$ cat src/rtl/count_ctrl_pkg.sv
// Shared types and default sizes for the triangle-sweep sequencer.
package count_ctrl_pkg;

    localparam int BW_DEF       = 10;
    localparam int PAUSE_BW_DEF = 4;
    localparam int SWP_BW_DEF   = 8;

    typedef enum logic [2:0] {
        ST_IDLE     = 3'd0,
        ST_LOAD     = 3'd1,
        ST_UP       = 3'd2,
        ST_PAUSE_HI = 3'd3,
        ST_DOWN     = 3'd4,
        ST_PAUSE_LO = 3'd5,
        ST_DONE     = 3'd6
    } sweep_state_t;

endpackage

$ cat src/rtl/count_sweep_ctrl_if.sv
// Bundle of sequencer control, status and counter-facing signals.
interface count_sweep_ctrl_if
    import count_ctrl_pkg::*;
#(
    parameter int BW       = BW_DEF,
    parameter int PAUSE_BW = PAUSE_BW_DEF,
    parameter int SWP_BW   = SWP_BW_DEF
);
    logic                start;
    logic                stop;
    logic [BW-1:0]       lo_val;
    logic [BW-1:0]       hi_val;
    logic [PAUSE_BW-1:0] pause_len;
    logic [SWP_BW-1:0]   n_sweeps;
    logic [BW-1:0]       cnt;
    logic [BW-1:0]       data_in;
    logic                load;
    logic                en;
    logic                updn;
    logic                busy;
    logic                done;
    logic                err;
    logic [SWP_BW-1:0]   sweep_cnt;

    // Sequencer side: consumes requests and counter value, drives counter and status.
    modport master (
        input  start, stop, lo_val, hi_val, pause_len, n_sweeps, cnt,
        output data_in, load, en, updn, busy, done, err, sweep_cnt
    );

    // System/counter side: the mirror view.
    modport slave (
        output start, stop, lo_val, hi_val, pause_len, n_sweeps, cnt,
        input  data_in, load, en, updn, busy, done, err, sweep_cnt
    );
endinterface

$ cat src/rtl/count_sweep_ctrl_dwell_timer.sv
// Dwell timer: loaded on entry to a pause state, expires on its last cycle.
module dwell_timer #(
    parameter int PAUSE_BW = 4
) (
    input  logic                clk,
    input  logic                rst_n,
    input  logic                load,
    input  logic [PAUSE_BW-1:0] len,
    output logic                expire
);
    logic [PAUSE_BW-1:0] timer_q;
    logic [PAUSE_BW-1:0] timer_d;

    // Reload on pause entry, otherwise count down and park at zero.
    always_comb begin
        timer_d = timer_q;
        if (load) begin
            timer_d = len;
        end else if (timer_q != {PAUSE_BW{1'b0}}) begin
            timer_d = timer_q - PAUSE_BW'(1);
        end else begin
            timer_d = timer_q;
        end
    end

    // Timer register.
    always_ff @(posedge clk or negedge rst_n) begin
        if (!rst_n) begin
            timer_q <= {PAUSE_BW{1'b0}};
        end else begin
            timer_q <= timer_d;
        end
    end

    assign expire = (timer_q == PAUSE_BW'(1));
endmodule

$ cat src/rtl/count_sweep_ctrl.sv
// Triangle-sweep sequencer driving count_1596: lo -> hi, dwell, hi -> lo, dwell, repeat.
module count_sweep_ctrl
    import count_ctrl_pkg::*;
#(
    parameter int BW       = BW_DEF,
    parameter int PAUSE_BW = PAUSE_BW_DEF,
    parameter int SWP_BW   = SWP_BW_DEF
) (
    input  logic                 clk5m,
    input  logic                 rst_n,
    count_sweep_ctrl_if.master   bus
);
    sweep_state_t        state_q, state_d;
    logic [BW-1:0]       lo_q, lo_d;
    logic [BW-1:0]       hi_q, hi_d;
    logic [PAUSE_BW-1:0] pause_q, pause_d;
    logic [SWP_BW-1:0]   n_q, n_d;
    logic [SWP_BW-1:0]   sweep_cnt_q, sweep_cnt_d;
    logic                err_q, err_d;
    logic                timer_load;
    logic                timer_expire;

    dwell_timer #(.PAUSE_BW(PAUSE_BW)) u_dwell (
        .clk    (clk5m),
        .rst_n  (rst_n),
        .load   (timer_load),
        .len    (pause_q),
        .expire (timer_expire)
    );

    // Next-state, configuration capture, sweep counting and start rejection.
    always_comb begin
        state_d     = state_q;
        lo_d        = lo_q;
        hi_d        = hi_q;
        pause_d     = pause_q;
        n_d         = n_q;
        sweep_cnt_d = sweep_cnt_q;
        err_d       = 1'b0;
        if ((state_q != ST_IDLE) && bus.stop) begin
            // Abort: counter freezes because en drops; sweep count is kept.
            state_d = ST_IDLE;
        end else begin
            case (state_q)
                ST_IDLE: begin
                    if (bus.start && !bus.stop) begin
                        if (bus.lo_val >= bus.hi_val) begin
                            err_d = 1'b1;
                        end else begin
                            lo_d        = bus.lo_val;
                            hi_d        = bus.hi_val;
                            pause_d     = bus.pause_len;
                            n_d         = bus.n_sweeps;
                            sweep_cnt_d = {SWP_BW{1'b0}};
                            state_d     = ST_LOAD;
                        end
                    end else begin
                        state_d = ST_IDLE;
                    end
                end
                ST_LOAD: state_d = ST_UP;
                ST_UP: begin
                    // Counter reaches hi_q on the same edge we leave UP.
                    if (bus.cnt == (hi_q - BW'(1))) begin
                        state_d = (pause_q == {PAUSE_BW{1'b0}}) ? ST_DOWN : ST_PAUSE_HI;
                    end else begin
                        state_d = ST_UP;
                    end
                end
                ST_PAUSE_HI: state_d = timer_expire ? ST_DOWN : ST_PAUSE_HI;
                ST_DOWN: begin
                    if (bus.cnt == (lo_q + BW'(1))) begin
                        sweep_cnt_d = sweep_cnt_q + SWP_BW'(1);
                        if ((n_q != {SWP_BW{1'b0}}) && (sweep_cnt_d == n_q)) begin
                            state_d = ST_DONE;
                        end else if (pause_q == {PAUSE_BW{1'b0}}) begin
                            state_d = ST_UP;
                        end else begin
                            state_d = ST_PAUSE_LO;
                        end
                    end else begin
                        state_d = ST_DOWN;
                    end
                end
                ST_PAUSE_LO: state_d = timer_expire ? ST_UP : ST_PAUSE_LO;
                ST_DONE:     state_d = ST_IDLE;
                default:     state_d = ST_IDLE;
            endcase
        end
    end

    // Pause entry strobes the dwell timer so a pause lasts exactly pause_q cycles.
    always_comb begin
        timer_load = 1'b0;
        if (((state_d == ST_PAUSE_HI) && (state_q != ST_PAUSE_HI)) ||
            ((state_d == ST_PAUSE_LO) && (state_q != ST_PAUSE_LO))) begin
            timer_load = 1'b1;
        end else begin
            timer_load = 1'b0;
        end
    end

    // State, configuration and status registers.
    always_ff @(posedge clk5m or negedge rst_n) begin
        if (!rst_n) begin
            state_q     <= ST_IDLE;
            lo_q        <= {BW{1'b0}};
            hi_q        <= {BW{1'b0}};
            pause_q     <= {PAUSE_BW{1'b0}};
            n_q         <= {SWP_BW{1'b0}};
            sweep_cnt_q <= {SWP_BW{1'b0}};
            err_q       <= 1'b0;
        end else begin
            state_q     <= state_d;
            lo_q        <= lo_d;
            hi_q        <= hi_d;
            pause_q     <= pause_d;
            n_q         <= n_d;
            sweep_cnt_q <= sweep_cnt_d;
            err_q       <= err_d;
        end
    end

    assign bus.load      = (state_q == ST_LOAD);
    assign bus.en        = (state_q == ST_UP) || (state_q == ST_DOWN);
    assign bus.updn      = (state_q == ST_DOWN);
    assign bus.busy      = (state_q != ST_IDLE);
    assign bus.done      = (state_q == ST_DONE);
    assign bus.err       = err_q;
    assign bus.data_in   = lo_q;
    assign bus.sweep_cnt = sweep_cnt_q;
endmodule

$ cat src/flat_wrapper.sv
// flat-port wrapper written by rule: the top's interface ports become plain ports
module count_sweep_ctrl_flat import count_ctrl_pkg::*;
#(
    parameter int BW       = BW_DEF,
    parameter int PAUSE_BW = PAUSE_BW_DEF,
    parameter int SWP_BW   = SWP_BW_DEF
)
  (clk5m, rst_n, bus_start, bus_stop, bus_lo_val, bus_hi_val, bus_pause_len, bus_n_sweeps, bus_cnt, bus_data_in, bus_load, bus_en, bus_updn, bus_busy, bus_done, bus_err, bus_sweep_cnt);
  count_sweep_ctrl_if #(.BW(BW), .PAUSE_BW(PAUSE_BW), .SWP_BW(SWP_BW)) bus_i ();
  input  logic clk5m;
  input  logic rst_n;
  input wire logic [$bits(bus_i.start)-1:0] bus_start;
  input wire logic [$bits(bus_i.stop)-1:0] bus_stop;
  input wire logic [$bits(bus_i.lo_val)-1:0] bus_lo_val;
  input wire logic [$bits(bus_i.hi_val)-1:0] bus_hi_val;
  input wire logic [$bits(bus_i.pause_len)-1:0] bus_pause_len;
  input wire logic [$bits(bus_i.n_sweeps)-1:0] bus_n_sweeps;
  input wire logic [$bits(bus_i.cnt)-1:0] bus_cnt;
  output wire logic [$bits(bus_i.data_in)-1:0] bus_data_in;
  output wire logic [$bits(bus_i.load)-1:0] bus_load;
  output wire logic [$bits(bus_i.en)-1:0] bus_en;
  output wire logic [$bits(bus_i.updn)-1:0] bus_updn;
  output wire logic [$bits(bus_i.busy)-1:0] bus_busy;
  output wire logic [$bits(bus_i.done)-1:0] bus_done;
  output wire logic [$bits(bus_i.err)-1:0] bus_err;
  output wire logic [$bits(bus_i.sweep_cnt)-1:0] bus_sweep_cnt;
  assign bus_i.start = bus_start;
  assign bus_i.stop = bus_stop;
  assign bus_i.lo_val = bus_lo_val;
  assign bus_i.hi_val = bus_hi_val;
  assign bus_i.pause_len = bus_pause_len;
  assign bus_i.n_sweeps = bus_n_sweeps;
  assign bus_i.cnt = bus_cnt;
  assign bus_data_in = bus_i.data_in;
  assign bus_load = bus_i.load;
  assign bus_en = bus_i.en;
  assign bus_updn = bus_i.updn;
  assign bus_busy = bus_i.busy;
  assign bus_done = bus_i.done;
  assign bus_err = bus_i.err;
  assign bus_sweep_cnt = bus_i.sweep_cnt;
  count_sweep_ctrl #(.BW(BW), .PAUSE_BW(PAUSE_BW), .SWP_BW(SWP_BW)) u_core (.clk5m(clk5m), .rst_n(rst_n), .bus(bus_i));
endmodule
$ cat config.mk
export PLATFORM = sky130hd
export DESIGN_NAME = count_sweep_ctrl_flat
export DESIGN_NICKNAME = d
export VERILOG_FILES = /design/src/rtl/count_ctrl_pkg.sv /design/src/rtl/count_sweep_ctrl_if.sv /design/src/rtl/count_sweep_ctrl_dwell_timer.sv /design/src/rtl/count_sweep_ctrl.sv /design/src/flat_wrapper.sv
export SDC_FILE = /design/constraint.sdc
export NUM_CORES = 1
export LEC_CHECK = 0
export CAP_MARGIN = 20
export CORE_ASPECT_RATIO = 0.75
export CORE_MARGIN = 1.5
export CORE_UTILIZATION = 45
export DETAILED_ROUTE_END_ITERATION = 16
export GPL_TIMING_DRIVEN = 1
export PLACE_DENSITY = 0.72
export SETUP_SLACK_MARGIN = 0.02
export SYNTH_ARGS = -nofsm -noshare
export SYNTH_HDL_FRONTEND = slang
export SYNTH_SLANG_ARGS = --single-unit
$ cat constraint.sdc
create_clock -name clk5m -period 5.8 [get_ports clk5m]
set_input_delay 1.16 -clock clk5m [delete_from_list [all_inputs] [get_ports clk5m]]
set_output_delay 1.16 -clock clk5m [all_outputs]
set_load 0.02 [all_outputs]
==> impl_table.tex, run 1 <==
\begin{tabular}{lr}
\hline
Metric & Value \\
\hline
\multicolumn{2}{l}{\textbf{Outcome}} \\
\quad Result of the run & finished clean \\
\multicolumn{2}{l}{\textbf{STA}} \\
\quad Maximum clock skew at final layout & 0.00678 ns \\
\quad Worst slew margin relative to its limit & 0.525 \\
\quad Number of failing setup endpoints in the final timing report & 0 \\
\quad Clock period minus final worst setup slack & just under 4 ns \\
\quad Post-route setup TNS & 0 ns \\
\quad Maximum frequency from static timing analysis & around 0.25 GHz \\
\quad Final Cycle Share & 0.682 \\
\quad Pins over their slew limit & 0 \\
\quad Hold violation total from the final report & 0 \\
\quad Transition at the pin with the smallest max-transition slack & between 0.7 and 0.8 ns \\
\quad Unrepaired setup endpoints after global routing & no \\
\multicolumn{2}{l}{\textbf{Clock network}} \\
\quad Total setup buffers inserted after CTS & 0 \\
\quad Maximum clock path buffer count & 2 \\
\quad CTS sink count & 48 \\
\quad CTS buffer count & 5 \\
\quad Clock-pin transition on the worst setup and hold timing paths & 0.09 ns \\
\quad \# resized after CTS & 0 \\
\quad H-tree levels & 2 \\
\quad Root buffer cell & sky130\_fd\_sc\_hd\_\_clkbuf\_8 \\
\quad Total of hold buffers inserted after clock tree synthesis & 0 \\
\quad Worst skew pair latency & 0.30 ns \\
\quad TritonCTS clock tree & yes \\
\multicolumn{2}{l}{\textbf{Power and ir drop}} \\
\quad Switching power & slightly below 0.7 mW \\
\quad Maximum resistive drop on vdd & 165 µV \\
\quad Sw Ratio & 0.403 \\
\quad Clk network pwr share & 0.137 \\
\quad Cell leakage power & 1.68 nW \\
\quad Power per standard cell area & 410 nW/µm² \\
\quad Sequential share of power & 0.388 \\
\quad Combinational cell fraction of total power & 0.475 \\
\quad Cell internal pwr & 1.03 mW \\
\multicolumn{2}{l}{\textbf{Cells and area}} \\
\quad Ratio of cells with drive above 1 in the final layout & 0.141 \\
\quad Final layout net count & 473 \\
\quad Non-Filler Instances & roughly 510 \\
\quad Ant. Diodes & 0 \\
\quad Multi-input gate area in the final layout & $\sim$2000 µm² \\
\quad Fill cell total of the finished layout & roughly 630 \\
\quad Seq. cell area & 1200 µm² \\
\quad Area grow syn2layout & 25.5\% \\
\quad Layout Cell Area excl Fill & about 4200 µm² \\
\multicolumn{2}{l}{\textbf{Global route}} \\
\quad Pin count of the biggest net entering global routing & 49 \\
\quad Antenna violations before repair & 0 \\
\quad Overall fraction of global-route tracks in use & 0.210 \\
\quad Number of global-route vias before repair & around 2600 \\
\quad First-pass GRT wire length & approximately 13000 µm \\
\quad Total congestion overflow & 0 \\
\multicolumn{2}{l}{\textbf{Critical path}} \\
\quad Category of the worst setup path capture point & flop \\
\quad CP startpoint kind & primary input \\
\quad Largest fanout of any net on the critical path & 23 \\
\quad WP data required & roughly 6 ns \\
\quad Classification of the worst setup path & in -> reg \\
\quad Endpoint arrival time on the critical path & 4.14 ns \\
\multicolumn{2}{l}{\textbf{Logic synthesis}} \\
\quad Largest cells by area after synthesis & sky130\_fd\_sc\_hd\_\_dfrtp\_1 (36\%), sky130\_fd\_sc\_hd\_\_mux2\_2 (11\%), sky130\_fd\_sc\_hd\_\_ha\_1 (6.0\%), sky130\_fd\_sc\_hd\_\_xnor2\_1 (5.0\%), sky130\_fd\_sc\_hd\_\_xor2\_1 (3.4\%) \\
\quad Top cell type's share of synthesized area & 0.358 \\
\quad EDFF count, synth & 0 \\
\quad Net count of the mapped netlist & 408 \\
\quad Number of instances in the synthesized netlist & 346 \\
\quad Most used flip-flop cell after synthesis & sky130\_fd\_sc\_hd\_\_dfrtp\_1 \\
\quad Register area share after synthesis & 0.358 \\
\quad Largest area contributor in the synthesized netlist & sky130\_fd\_sc\_hd\_\_dfrtp\_1 \\
\quad Number of library cell types mapped by synthesis & between 50 and 60 \\
\quad Total of warnings raised by yosys & 0 \\
\quad Synthesized area & about 3400 µm² \\
\quad FF+latch count, synth & 48 \\
\quad Avg Inst Size Synth & 9.68 µm² \\
\quad Proportion of register bits with asynchronous set or reset after synthesis & 1.00 \\
\multicolumn{2}{l}{\textbf{Route}} \\
\quad Vias per cell & $\sim$5.5 \\
\quad Metal-1 WL & between 3000 and 4000 µm \\
\quad Count of unresolved DRC violations after routing & 0 \\
\quad Remaining antenna violation count & 0 \\
\quad Met2 Wirelength & around 3500 µm \\
\quad Overall via count from detail\_route & 2821 \\
\quad Max layer used & met4 \\
\quad DRT Wirelength & 8010 µm \\
\quad Met3 WL & 591 µm \\
\quad Final routed wire length divided by cell count & 15.7 µm \\
\quad Drt first-iter violations & 157 \\
\quad Count of TritonRoute iterations in the first routing pass & 4 \\
\multicolumn{2}{l}{\textbf{Floorplan}} \\
\quad Initial Utilization & 0.461 \\
\quad Site Rows & 27 \\
\quad Die outline height & $\sim$78 µm \\
\quad Die outline width & 103 µm \\
\quad I/O pins & 70 \\
\quad Die area & 7980 µm² \\
\quad Placeable core region & just over 7000 µm² \\
\multicolumn{2}{l}{\textbf{Placed design}} \\
\quad Placed standard-cell area & 4090 µm² \\
\quad Port Buffer Count & 69 \\
\quad Placed insts & 504 \\
\quad HPWL after detailed placement & 6260 µm \\
\quad RD Place Congestion & around 0.89 \\
\multicolumn{2}{l}{\textbf{Job}} \\
\quad Number of maximum-capacitance violations & 0 \\
\multicolumn{2}{l}{\textbf{Hold path}} \\
\quad Classification of the worst-slack hold path & reg -> reg \\
\hline
\end{tabular}
[synthesized netlist by cell type (all sizes together) (2+ instances only)]
master / count
dfrtp: 48
mux2: 35
o21ai: 30
nand2: 22
inv: 19
nor2: 19
xnor2: 19
ha: 16
xor2: 13
nand3: 12
a21oi: 11
nand2b: 9
buf: 8
nor3: 8
clkbuf: 5
nand3b: 5
nand4: 5
nor4: 5
a21o: 4
a31oi: 4
o211ai: 4
a2111oi: 3
and3: 3
nor2b: 3
nor3b: 3
or3: 3
or4: 3
a22oi: 2
and4: 2
nor4b: 2
o2111ai: 2
o21ba: 2
o41ai: 2
or2: 2
[power groups by stage]
stage | Sequential [mW] | Clock, mW | Combinational [mW]
floorplan | 0.657 | 0 | 0.555
global placement | 0.667 | 0 | 0.791
detailed placement | 0.671 | 0 | 0.819
CTS | 0.665 | 0.241 | 0.822
global route | 0.695 | 0.257 | 0.904
finish | 0.670 | 0.236 | 0.820
[critical path, stage by stage]
cell and delay, ns:
sky130_fd_sc_hd__clkdlybuf4s50_1 0.51, sky130_fd_sc_hd__inv_1 0.06, sky130_fd_sc_hd__ha_1 0.31, sky130_fd_sc_hd__a21o_1 0.18
sky130_fd_sc_hd__a21o_1 0.18, sky130_fd_sc_hd__a2111o_1 0.44, sky130_fd_sc_hd__a21oi_4 0.57, sky130_fd_sc_hd__buf_4 0.35
sky130_fd_sc_hd__mux2_2 0.36
[kinds of logic after synthesis]
family | after synthesis | synth area share
simple gates | 109 | 0.182
compound gates | 73 | 0.146
flops | 48 | 0.358
mux | 36 | 0.122
xor+xnor | 32 | 0.0836
buf+inv | 32 | 0.0482
fa+ha+maj | 16 | 0.0597
[layout make-up]
type	count	share of cell area
multi-input cells	266	0.474
clock buffers	5	0.0164
flip-flops and latches	48	0.286
well taps	101	0.0300
clock inverters	1	0.00714
inverters	19	0.0170
repair buffers	71	0.170
[sequential cells by signal (all words and copies together), names as in the netlist]
signal and count:
u_core.hi_q 10, u_core.bus.err 1, u_core.state_q 3, u_core.pause_q 4
u_core.u_dwell.timer_q 4, u_core.bus.data_in 10, u_core.bus.sweep_cnt 8, u_core.n_q 8
[path summary, 6_finish.rpt]
| path | cells after the start | startpoint | end | slack (ns) |
|---|---|---|---|---|
| max in group asynchronous | 2 | rst_n | u_core.bus.data_in[1] | 4.61 |
| min in group asynchronous | 1 | rst_n | u_core.n_q[3] | 0.70 |
| worst max register to register | 6 | u_core.state_q[0] | u_core.bus.data_in[1] | 2.69 |
| worst max-delay path | 9 | bus_hi_val[7] | u_core.bus.data_in[1] | 1.85 |
| worst min-delay path | 1 | u_core.hi_q[9] | u_core.hi_q[9] | 0.53 |
| worst min register to register | 1 | u_core.hi_q[9] | u_core.hi_q[9] | 0.53 |
[layer usage]
metal | track usage | vias to the layer above
met3 | 0.0306 | 11
met5 | 0 | -
met1 | 0.328 | 1321
li1 | - | 1387
met2 | 0.305 | 102
met4 | 0.0452 | 0
[placed cells by master (no fill, tap or decap), types with 3 or more instances in the layout]
cell type	instances
sky130_fd_sc_hd__a21o_1	4
sky130_fd_sc_hd__nor2b_1	3
sky130_fd_sc_hd__nor3b_1	3
sky130_fd_sc_hd__nor2_1	19
sky130_fd_sc_hd__xnor2_1	19
sky130_fd_sc_hd__nand3b_1	5
sky130_fd_sc_hd__nand4_1	5
sky130_fd_sc_hd__mux2_2	34
sky130_fd_sc_hd__nand2b_1	9
sky130_fd_sc_hd__o21ai_0	17
sky130_fd_sc_hd__o21ai_1	11
sky130_fd_sc_hd__o211ai_1	4
sky130_fd_sc_hd__xor2_1	13
sky130_fd_sc_hd__nor4_1	5
sky130_fd_sc_hd__clkbuf_8	5
sky130_fd_sc_hd__nand2_1	22
sky130_fd_sc_hd__dfrtp_1	48
sky130_fd_sc_hd__a21oi_1	10
sky130_fd_sc_hd__nand3_1	11
sky130_fd_sc_hd__inv_1	19
sky130_fd_sc_hd__ha_1	16
sky130_fd_sc_hd__a31oi_1	4
sky130_fd_sc_hd__clkdlybuf4s50_1	68
sky130_fd_sc_hd__nor3_1	6
[through the flow]
step,power (mW),utilization,hold slack [ns],setup slack [ns]
CTS,1.73,0.576,0.537,1.81
finish,1.73,0.579,0.535,1.85
floorplan,1.21,-,0.501,2.68
detailed placement,1.49,0.563,0.516,1.50
global route,1.86,0.579,0.553,1.69
global placement,1.46,0.563,0.511,1.55
No activity file was read; power rests on OpenSTA's default activity.
==> inputs of run 2 (changes only) <==
PLACE_DENSITY = 0.75   (was 0.72)
clock period = 3.4 ns   (was 5.8 ns; I/O delays follow)
==> impl_table.tex, run 2 (same netlist as run 1, synthesis figures left out) <==
\begin{tabular}{lr}
\hline
Metric & Value \\
\hline
\multicolumn{2}{l}{\textbf{Outcome}} \\
\quad Result of the run & finished clean \\
\multicolumn{2}{l}{\textbf{Floorplan}} \\
\quad Placeable core region & around 7300 µm² \\
\quad Die outline height & 77.7 µm \\
\quad Initial Utilization & 0.461 \\
\quad Site Rows & 27 \\
\quad Die area & 7980 µm² \\
\quad I/O pins & 70 \\
\quad Die outline width & 103 µm \\
\multicolumn{2}{l}{\textbf{Global route}} \\
\quad Overall fraction of global-route tracks in use & 0.223 \\
\quad First-pass GRT wire length & between 10000 and 15000 µm \\
\quad Number of global-route vias before repair & about 2800 \\
\quad Total congestion overflow & 0 \\
\quad Pin count of the biggest net entering global routing & 35 \\
\quad Antenna violations before repair & 0 \\
\multicolumn{2}{l}{\textbf{STA}} \\
\quad Post-route setup TNS & 0 ns \\
\quad Transition at the pin with the smallest max-transition slack & 0.817 ns \\
\quad Clock period minus final worst setup slack & 2.97 ns \\
\quad Worst slew margin relative to its limit & 0.456 \\
\quad Maximum frequency from static timing analysis & approximately 0.34 GHz \\
\quad Maximum clock skew at final layout & 0.0109 ns \\
\quad Hold violation total from the final report & 0 \\
\quad Final-layout worst hold slack & 0.453 ns \\
\quad Number of failing setup endpoints in the final timing report & 0 \\
\quad Unrepaired setup endpoints after global routing & no \\
\quad Final Cycle Share & 0.874 \\
\quad Pins over their slew limit & 0 \\
\multicolumn{2}{l}{\textbf{Critical path}} \\
\quad Largest delay share family, worst path & compound AO/OA/AOI/OAI gates \\
\quad Slowest-stage cell, CP & sky130\_fd\_sc\_hd\_\_clkdlybuf4s50\_1 \\
\quad Cells along the critical path & clkdlybuf4s50\_1, inv\_1, ha\_1, a21o\_1, a21o\_1, a2111o\_1, a21oi\_4, buf\_4, mux2\_2 \\
\quad WP data required & 3.60 ns \\
\quad Most common cell type on the critical path & sky130\_fd\_sc\_hd\_\_a21o\_1 \\
\quad Largest stage delay on the critical path & 0.51 ns \\
\quad Classification of the worst setup path & in -> reg \\
\quad CP Buf/Inv Count & 3 \\
\quad CP startpoint kind & primary input \\
\quad Largest fanout of any net on the critical path & 18 \\
\quad Endpoint arrival time on the critical path & 3.17 ns \\
\quad Category of the worst setup path capture point & flop \\
\multicolumn{2}{l}{\textbf{Clock network}} \\
\quad Root buffer cell & sky130\_fd\_sc\_hd\_\_clkbuf\_8 \\
\quad CTS buffer count & 5 \\
\quad Maximum clock path buffer count & 2 \\
\quad CTS sink count & 48 \\
\quad Clock-pin transition on the worst setup and hold timing paths & approximately 0.090 ns \\
\quad Worst skew pair latency & 0.31 ns \\
\quad Total of hold buffers inserted after clock tree synthesis & 0 \\
\quad H-tree levels & 2 \\
\quad TritonCTS clock tree & yes \\
\quad \# resized after CTS & 0 \\
\quad Total setup buffers inserted after CTS & 0 \\
\multicolumn{2}{l}{\textbf{Power and ir drop}} \\
\quad Cell leakage power & 1.71 nW \\
\quad Maximum resistive drop on vdd & 338 µV \\
\quad Power per standard cell area & 706 nW/µm² \\
\multicolumn{2}{l}{\textbf{Hold path}} \\
\quad Classification of the worst-slack hold path & in -> async \\
\multicolumn{2}{l}{\textbf{Placed design}} \\
\quad HPWL after detailed placement & 6590 µm \\
\quad Port Buffer Count & between 60 and 70 \\
\quad RD Place Congestion & 0.911 \\
\multicolumn{2}{l}{\textbf{Route}} \\
\quad Overall via count from detail\_route & 2886 \\
\quad DRT Wirelength & 8420 µm \\
\quad Final routed wire length divided by cell count & approximately 16 µm \\
\quad Drt first-iter violations & 176 \\
\quad Vias per cell & between 5 and 6 \\
\quad Count of unresolved DRC violations after routing & 0 \\
\quad Count of TritonRoute iterations in the first routing pass & 5 \\
\quad Remaining antenna violation count & 0 \\
\multicolumn{2}{l}{\textbf{Cells and area}} \\
\quad Ratio of cells with drive above 1 in the final layout & 0.156 \\
\quad Area grow syn2layout & 26.8\% \\
\quad Ant. Diodes & 0 \\
\quad Most common library cell in the layout ignoring fill and taps & sky130\_fd\_sc\_hd\_\_clkdlybuf4s50\_1 \\
\quad Final layout net count & 479 \\
\quad Most used cells in the layout excluding fill and tap cells & sky130\_fd\_sc\_hd\_\_clkdlybuf4s50\_1 (68), sky130\_fd\_sc\_hd\_\_dfrtp\_1 (48), sky130\_fd\_sc\_hd\_\_mux2\_2 (34) \\
\multicolumn{2}{l}{\textbf{Job}} \\
\quad Number of maximum-capacitance violations & 0 \\
\hline
\end{tabular}
run 2: cell count changes in the layout (fill, tap and decap cells not counted):
cell / delta
sky130_fd_sc_hd__buf_4: +7
sky130_fd_sc_hd__buf_12: -1
sky130_fd_sc_hd__clkbuf_1: +1
sky130_fd_sc_hd__clkinv_2: +1
run 2: stage by stage:
step,utilization,instances,instance area [µm²],setup WS (ns),power (mW)
4_1_cts,0.585,519,4250,0.448,3.00
2_1_floorplan,-,346,3350,0.759,2.07
3_5_place_dp,0.570,511,4140,0.126,2.57
3_3_place_gp,0.570,511,4140,0.157,2.50
6_report,0.585,519,4250,0.428,3.00
5_1_grt,0.585,519,4250,0.126,3.21
run 2: worst reg2reg max path: cells and delay by family (launching register included):
family	cells	cell delay (ns)
simple gates	2	0.89
buf+inv	1	0.28
mux	1	0.38
compound gates	2	0.50
flops	1	0.47
run 2: cell type report:
| cell class | count | area, µm² |
|---|---|---|
| inverter | 19 | 71.3 |
| clock buffer | 6 | 72.6 |
| fill | 654 | 3020 |
| multi-input combinational | 266 | 2000 |
| timing repair buffer | 77 | 746 |
| tap | 101 | 126 |
| sequential | 48 | 1200 |
| clock inverter | 2 | 35.0 |
run 2: power by group:
group          total, mW  switching (mW)  internal [mW]
Sequential          1.15           0.340          0.806
Clock              0.427           0.208          0.219
Combinational       1.42           0.677          0.748
run 2: final timing paths:
path / endpoint / cells past startpoint / start / slack, ns
setup / recovery: u_core.bus.data_in[8] / 9 / bus_hi_val[7] / 0.43
hold / removal: u_core.bus.data_in[3] / 1 / rst_n / 0.45
setup reg to reg: u_core.bus.data_in[8] / 6 / u_core.state_q[1] / 0.78
hold reg to reg: u_core.hi_q[9] / 1 / u_core.hi_q[9] / 0.54
max in group asynchronous: u_core.n_q[4] / 2 / rst_n / 2.24
min in group clk5m: u_core.hi_q[9] / 1 / u_core.hi_q[9] / 0.54
run 2: metal layers:
| metal | track usage | part of all wire |
|---|---|---|
| met4 | 0.0603 | 0.012 |
| met1 | 0.335 | 0.48 |
| met3 | 0.0387 | 0.063 |
| met2 | 0.328 | 0.45 |
| met5 | 0 | 0 |
